===== src/rtl/gpio_key_tx.sv =====
// gpio_key_tx: 4-deep FIFO feeding an 8-bit parallel strobe link (setup, strobe, hold, gap per byte)
module gpio_key_tx #(
  parameter int SETUP_CYCLES  = 50,
  parameter int STROBE_CYCLES = 6000,
  parameter int HOLD_CYCLES   = 100,
  parameter int GAP_CYCLES    = 50
) (
  input  logic       i_clk,
  input  logic       i_rst_n,
  input  logic [7:0] i_in_data,
  input  logic       i_in_valid,
  output logic       o_in_ready,
  output logic [7:0] o_link_data,
  output logic       o_link_strobe,
  output logic       o_busy,
  output logic [2:0] o_fifo_count
);
  localparam int MAX_SH = SETUP_CYCLES > HOLD_CYCLES ? SETUP_CYCLES : HOLD_CYCLES;
  localparam int MAX_SG = STROBE_CYCLES > GAP_CYCLES ? STROBE_CYCLES : GAP_CYCLES;
  localparam int MAXP   = MAX_SH > MAX_SG ? MAX_SH : MAX_SG;
  localparam int CW     = MAXP > 1 ? $clog2(MAXP) : 1;
  localparam logic [CW-1:0] L_SETUP  = CW'(SETUP_CYCLES  > 0 ? SETUP_CYCLES  - 1 : 0);
  localparam logic [CW-1:0] L_STROBE = CW'(STROBE_CYCLES > 0 ? STROBE_CYCLES - 1 : 0);
  localparam logic [CW-1:0] L_HOLD   = CW'(HOLD_CYCLES   > 0 ? HOLD_CYCLES   - 1 : 0);
  localparam logic [CW-1:0] L_GAP    = CW'(GAP_CYCLES    > 0 ? GAP_CYCLES    - 1 : 0);
  typedef enum logic [2:0] {S_IDLE, S_SETUP, S_STROBE, S_HOLD, S_GAP} state_t;
  state_t        r_state, w_state_nxt;
  logic [CW-1:0] r_cnt, w_cnt_nxt;
  logic [7:0]    r_mem [4];
  logic [1:0]    r_wp, r_rp;
  logic [2:0]    r_count;
  logic [7:0]    r_data, r_link_data;
  logic          r_link_strobe, r_busy, w_push, w_pop;
  assign o_in_ready    = r_count != 3'd4;
  assign w_push        = i_in_valid && o_in_ready;
  assign o_link_data   = r_link_data;
  assign o_link_strobe = r_link_strobe;
  assign o_busy        = r_busy;
  assign o_fifo_count  = r_count;
  always_comb begin
    w_state_nxt = r_state;
    w_cnt_nxt   = r_cnt == '0 ? '0 : r_cnt - 1'b1;
    w_pop       = 1'b0;
    case (r_state)
      S_IDLE: if (r_count != 3'd0) begin
        w_pop       = 1'b1;
        w_state_nxt = SETUP_CYCLES > 0 ? S_SETUP : S_STROBE;
        w_cnt_nxt   = SETUP_CYCLES > 0 ? L_SETUP : L_STROBE;
      end
      S_SETUP: if (r_cnt == '0) begin
        w_state_nxt = S_STROBE;
        w_cnt_nxt   = L_STROBE;
      end
      S_STROBE: if (r_cnt == '0) begin
        w_state_nxt = HOLD_CYCLES > 0 ? S_HOLD : (GAP_CYCLES > 0 ? S_GAP : S_IDLE);
        w_cnt_nxt   = HOLD_CYCLES > 0 ? L_HOLD : L_GAP;
      end
      S_HOLD: if (r_cnt == '0) begin
        w_state_nxt = GAP_CYCLES > 0 ? S_GAP : S_IDLE;
        w_cnt_nxt   = L_GAP;
      end
      S_GAP: if (r_cnt == '0) w_state_nxt = S_IDLE;
      default: w_state_nxt = S_IDLE;
    endcase
  end
  always_ff @(posedge i_clk) begin
    if (w_push) r_mem[r_wp] <= i_in_data;
  end
  // Link outputs are a registered image of the current state, so they trail the FSM by one cycle.
  always_ff @(posedge i_clk or negedge i_rst_n) begin
    if (!i_rst_n) begin
      r_state       <= S_IDLE;
      r_cnt         <= '0;
      r_wp          <= '0;
      r_rp          <= '0;
      r_count       <= '0;
      r_data        <= '0;
      r_link_data   <= '0;
      r_link_strobe <= 1'b0;
      r_busy        <= 1'b0;
    end else begin
      r_state       <= w_state_nxt;
      r_cnt         <= w_cnt_nxt;
      r_wp          <= r_wp + {1'b0, w_push};
      r_rp          <= r_rp + {1'b0, w_pop};
      r_count       <= r_count + {2'b0, w_push} - {2'b0, w_pop};
      r_data        <= w_pop ? r_mem[r_rp] : r_data;
      r_link_data   <= (r_state == S_SETUP || r_state == S_STROBE || r_state == S_HOLD) ? r_data : 8'h00;
      r_link_strobe <= r_state == S_STROBE;
      r_busy        <= r_count != 3'd0 || r_state != S_IDLE;
    end
  end
endmodule


===== config.mk =====
export PLATFORM = sky130hd
export DESIGN_NAME = gpio_key_tx
export DESIGN_NICKNAME = d
export VERILOG_FILES = /design/src/rtl/gpio_key_tx.sv
export SDC_FILE = /design/constraint.sdc
export NUM_CORES = 1
export LEC_CHECK = 0
export CORE_MARGIN = 5
export CORE_UTILIZATION = 45
export CTS_BUF_LIST = sky130_fd_sc_hd__clkbuf_16
export DETAILED_ROUTE_END_ITERATION = 10
export PLACE_DENSITY = 0.63
export SYNTH_ARGS = -nofsm -noshare
export SYNTH_HDL_FRONTEND = slang
export SYNTH_SLANG_ARGS = --single-unit

===== constraint.sdc =====
create_clock -name i_clk -period 3.14 [get_ports i_clk]
set_input_delay 0.314 -clock i_clk [delete_from_list [all_inputs] [get_ports i_clk]]
set_output_delay 0.314 -clock i_clk [all_outputs]
set_load 0.02 [all_outputs]

-- Yosys cells after proc, flatten, opt, wreduce, memory -nomap -nowiden
Memory sizes are Yosys's and may differ from the RTL's. A register that Yosys moved wholly into a read port is not among the register bits.
Index checks and enable logic that the tools add are counted.
- add/sub/neg operators: 5
- reduce and logical (&&, ||, !) cells: 10
- equal/unequal tests: 10
- muxes and demuxes: 17
- operators with widths (kind ; number):
    13-bit two-way mux ; 5
    13-bit case mux with 4 select lines ; 1
    3-bit two-way mux ; 5
    3-bit case mux with 5 select lines ; 1
    13-bit zero test ; 1
    13-bit by 1-bit subtractor with 13-bit output, second input constant ; 1
    2-bit inequality test, second input constant ; 5
    8-bit two-way mux ; 1
    3-bit by 2-bit equality test with 1-bit output, second input constant ; 2
    3-bit nonzero test ; 2
    5-bit AND reduction ; 1
    2-bit by 1-bit adder with 2-bit output ; 2
    1-bit two-way mux ; 4
    3-bit by 1-bit adder with 3-bit output ; 1
    3-bit by 1-bit equality test with 1-bit output, second input constant ; 1
    3-bit equality test, second input constant ; 1
    3-bit zero test ; 1
    1-bit logical OR ; 3
    3-bit inequality test, second input constant ; 1
    3-bit by 1-bit subtractor with 3-bit output ; 1
    1-bit logical AND ; 1
    1-bit zero test ; 1
- RAM bits: 32
- bits in registers: 33
- input bits: 11
- logic and storage cells: 51
- memories: 1
- memories (name ; depth ; width ; rd ports ; clocked after memory_dff ; write ports ; RTL line ; text):
    r_mem ; 4 ; 8 ; 1 ; 1 ; 1 ; 29 ; logic [7:0] r_mem [4];

-- Longest topological paths before layout
- depth in word-level cells: 4
- gate-level depth with buffers: 10
- mapped depth without buffers: 9

-- Least setup slack after synthesis
No wires, ideal clock.
- path kind: reg2reg
- start point: register r_count[1] (netlist: o_fifo_count[1])
- end point: register r_count[2] (netlist: o_fifo_count[2])
- setup time: 123 ps
- stages on the path, launching flop included: 11
- arrival time: 2414 ps
- clock period less this slack: 2537 ps
- buffers on the path: 1
- setup slack: 603 ps
- path through: dfrtp_1 > nor3_1 > or4_1 > inv_1 > clkbuf_1 > ha_1 > inv_1 > ha_1 > inv_1 > fa_1 > xnor2_1
- cells in the longest elaborated chain, start to end: 4
- elaborated cells between the ends (all ways): 7
- those cells by class: add/sub: 2; eq/ne: 1; mux: 2; reduce/logical: 2
- ends and longest elaborated chain (element ; RTL line ; text):
    start: declaration ; 31 ; logic [2:0] r_count;
    start signal: assignment ; 86 ; r_count <= r_count + {2'b0, w_push} - {2'b0, w_pop};
    3-bit nonzero test ; 45 ; S_IDLE: if (r_count != 3'd0) begin
    1-bit two-way mux ; 45 ;
    1-bit two-way mux ; 44 ; case (r_state)
    via w_pop ; 33 ; logic r_link_strobe, r_busy, w_push, w_pop;
    3-bit by 1-bit subtractor with 3-bit output ; 86 ;
The timed path passes the listed nets, and every way through them passes these cells.
A chain may end at the register's enable or synchronous reset.

-- Worst setup path after layout
- start point: register r_state[0]
- end point: register r_count[1] (netlist: o_fifo_count[1])
- cells in the longest elaborated chain, start to end: 3
- ends and longest elaborated chain (element ; RTL line ; text):
    start: declaration ; 27 ; state_t r_state, w_state_nxt;
    start signal: assignment ; 82 ; r_state <= w_state_nxt;
    3-bit zero test ; 44 ;
    1-bit two-way mux ; 44 ;
    3-bit by 1-bit subtractor with 3-bit output ; 86 ;
Every way passes these cells.

==> reports/results.ini <==
[status]
outcome=finished, final reports clean

[worst_setup_path]
cp.arrival_ns=2.69
rr_endpoint=o_fifo_count[1]$_DFF_PN0_
endpoint_kind=register
crit_required_ns=3.36
worst_setup_path_start_kind=register
crit_path_start=r_state[0]$_DFFE_PN0P_
ff2ff_path_depth=8
crit_path_end=o_fifo_count[1]$_DFF_PN0_
worst-path-max-fanout=12
reg2reg_from=r_state[0]$_DFFE_PN0P_
ff2ff_setup_slack_ns=0.68
criticalPathCategory=register to register

[synth]
synth_seq_cells=73
async_flop_share=0.562
synth_area_leaders=dfrtp_1 35%, edfxtp_1 32%, mux4_2 6.1%
synth_cell_types=35
netlist_area_mm2=0.00297
syn-num-nets=232
synth-edff-count=32
syn_area_per_cell_um2=13.9
netlist.area_leader.share=0.346
syn-instance-count=214
synth_ff_type=dfrtp_1
yosys_warnings=0
synth_top_area_cell=dfrtp_1
ys_seq_area_frac=0.670

[floorplanning]
die_y_um=91.2
initial_core_util=0.465
fp.coreArea_mm2=0.00639
dieArea_mm2=0.00832
num_io_pins=25
dieWidth_um=91.2
core.rowCount=29

[timing]
final.period_utilization=0.784
fin_skew_ns=0.00701
max_freq_mhz=406
slew-limit-headroom=0.402
fin_tns_setup_ns=0
drv_slew=0
worst_slack_ns=0.677
rsz0062_at_grt=no
setup_viol=0
tightest_slew_ns=0.897
finalHoldViolCount=0
fin_crit_ns=2.46

[cts]
htreeDepth=3
clockBufferDepth=2
post_cts_buffers=0
cts.reportedPaths.clkPinSlew_ns=0.06
insertion_delay_ns=0.33
tritoncts=yes
cts-resized-gates=0
cts_hold_buf=0
cts_buffers=9
cts_root_buf=clkbuf_16
cts_num_sinks=73

[detailed_routing]
drc=0
first_pass_iters=4
totalWireLength_um=5030
wl_per_cell_um=15.3
vias=1686
drtIter0Drc=76
antenna_left=0
detail_route.vias_per_cell=5.14

[placement]
place_hpwl_um=3370
gp_congestion=0.769
pre_cts_slack_ns=0.661
portBuffers=24

[flow_run]
drv_cap=0

[cells_and_area]
nets=264
layout-drive-gt1-share=0.139
areaGrowthSynthToFinish_pct=21.8
antenna_cells=0
nFillCells=523

[global_route]
gr-total-overflow=0
grt_pass1_vias=1786
grt.total_usage=0.134
grt_max_degree=42
grt_pass1_wl_um=8670
antenna_found_initial=0

[pwr]
p_per_area_mw_per_mm2=698
ir_drop_v=0.000526
p_leak_nw=1.50

[min_path]
hp-class=primary input to asynchronous set/reset pin

==> where the power goes <==
| part | total [mW] | switching (mW) | leakage (nW) | internal [mW] |
|---|---|---|---|---|
| clock network | 1.03 | 0.403 | 0.149 | 0.631 |
| registers | 1.19 | 0.0608 | 0.797 | 1.13 |
| logic | 0.302 | 0.159 | 0.549 | 0.143 |
| total | 2.52 | 0.622 | 1.50 | 1.90 |
==> metal layers <==
metal,global-route usage,vias up,wire length (um)
li1,-,828,-
met1,0.173,825,2350
met2,0.204,27,2400
met3,0.0545,6,237
met4,0.0477,0,46
met5,0,-,0
==> cells by family after synthesis <==
kind of cell | Yosys count | share of synthesized area
xor gates and xnor gates | 15 | 0.0443
and+or+nand+nor | 73 | 0.129
AOI/OAI and AO/OA | 21 | 0.0422
adders and majority gates | 7 | 0.0321
DFF | 73 | 0.670
buffers and inverters | 17 | 0.0219
muxes | 8 | 0.0607
==> flip-flops by register name, indices dropped and copies added, names as in the netlist <==
name and flops:
o_link_strobe 1, r_mem 32, o_busy 1, r_state 3
r_wp 2, r_cnt 13, r_data 8, r_rp 2
o_link_data 8, o_fifo_count 3
==> cells in the final DEF (no fill, tap or decap), types with 2 or more instances in the layout <==
| cell | instances |
|---|---|
| nand3b_1 | 2 |
| clkbuf_16 | 9 |
| mux4_2 | 8 |
| dfrtp_1 | 41 |
| a21oi_1 | 12 |
| or2_2 | 2 |
| nor3b_1 | 3 |
| nor3_1 | 6 |
| nor2_1 | 9 |
| nor4_1 | 3 |
| edfxtp_1 | 32 |
| or3_1 | 2 |
| or4_1 | 4 |
| o21ai_0 | 3 |
| inv_1 | 9 |
| xnor2_1 | 12 |
| clkdlybuf4s50_1 | 23 |
| ha_1 | 6 |
| inv_6 | 4 |
| and2_1 | 8 |
| xor2_1 | 3 |
| nand2_1 | 28 |
| buf_4 | 5 |
==> per-stage QoR <==
step	total power, mW	instance area [um2]	instances	utilization	hold WS (ns)
finish	2.52	3610	328	0.566	0.113
global route	2.64	3610	328	0.566	0.200
CTS	2.56	3610	328	0.566	0.136
detailed placement	1.52	3300	312	0.517	0.454
global placement	1.51	3300	312	0.517	0.449
floorplan	1.37	2970	214	-	0.0184
==> synthesized netlist by cell type, drive strengths merged (3+ instances only) <==
library cell / instances
nor2: 9
ha: 6
nor3: 6
and2: 8
dfrtp: 41
xnor2: 12
edfxtp: 32
a21oi: 12
mux4: 8
inv: 9
nor3b: 3
xor2: 3
o21ai: 3
nand2: 28
nor4: 4
or4: 5
clkbuf: 6
==> how the worst min path moves through the flow <==
stage | cells after the start | slack, ns | to
after floorplan | 0 | 0.02 | o_busy$_DFF_PN0_
after global placement | 2 | 0.45 | r_data[3]$_DFFE_PN0P_
after detailed placement | 2 | 0.45 | r_data[3]$_DFFE_PN0P_
after CTS | 1 | 0.14 | r_cnt[11]$_DFF_PN0_
after global routing | 1 | 0.20 | r_cnt[12]$_DFF_PN0_
final | 1 | 0.11 | r_cnt[11]$_DFF_PN0_
==> worst max-delay path, stage by stage (launching register included) <==
cell and delay [ns]:
dfrtp_1 0.45, or4_1 0.57, inv_1 0.31, ha_1 0.30
inv_1 0.06, ha_1 0.13, inv_1 0.04, fa_1 0.47
inv_1 0.04
==> cell type report <==
class	count	area (um2)	area share
clock buffers	9	225	0.0623
clock inverters	7	83.8	0.0232
inverters	9	33.8	0.00935
multi-input cells	124	915	0.253
flip-flops and latches	73	1990	0.550
well taps	77	96.3	0.0267
repair buffers	29	273	0.0755
Note: power is estimated with default switching activity, not from simulation.
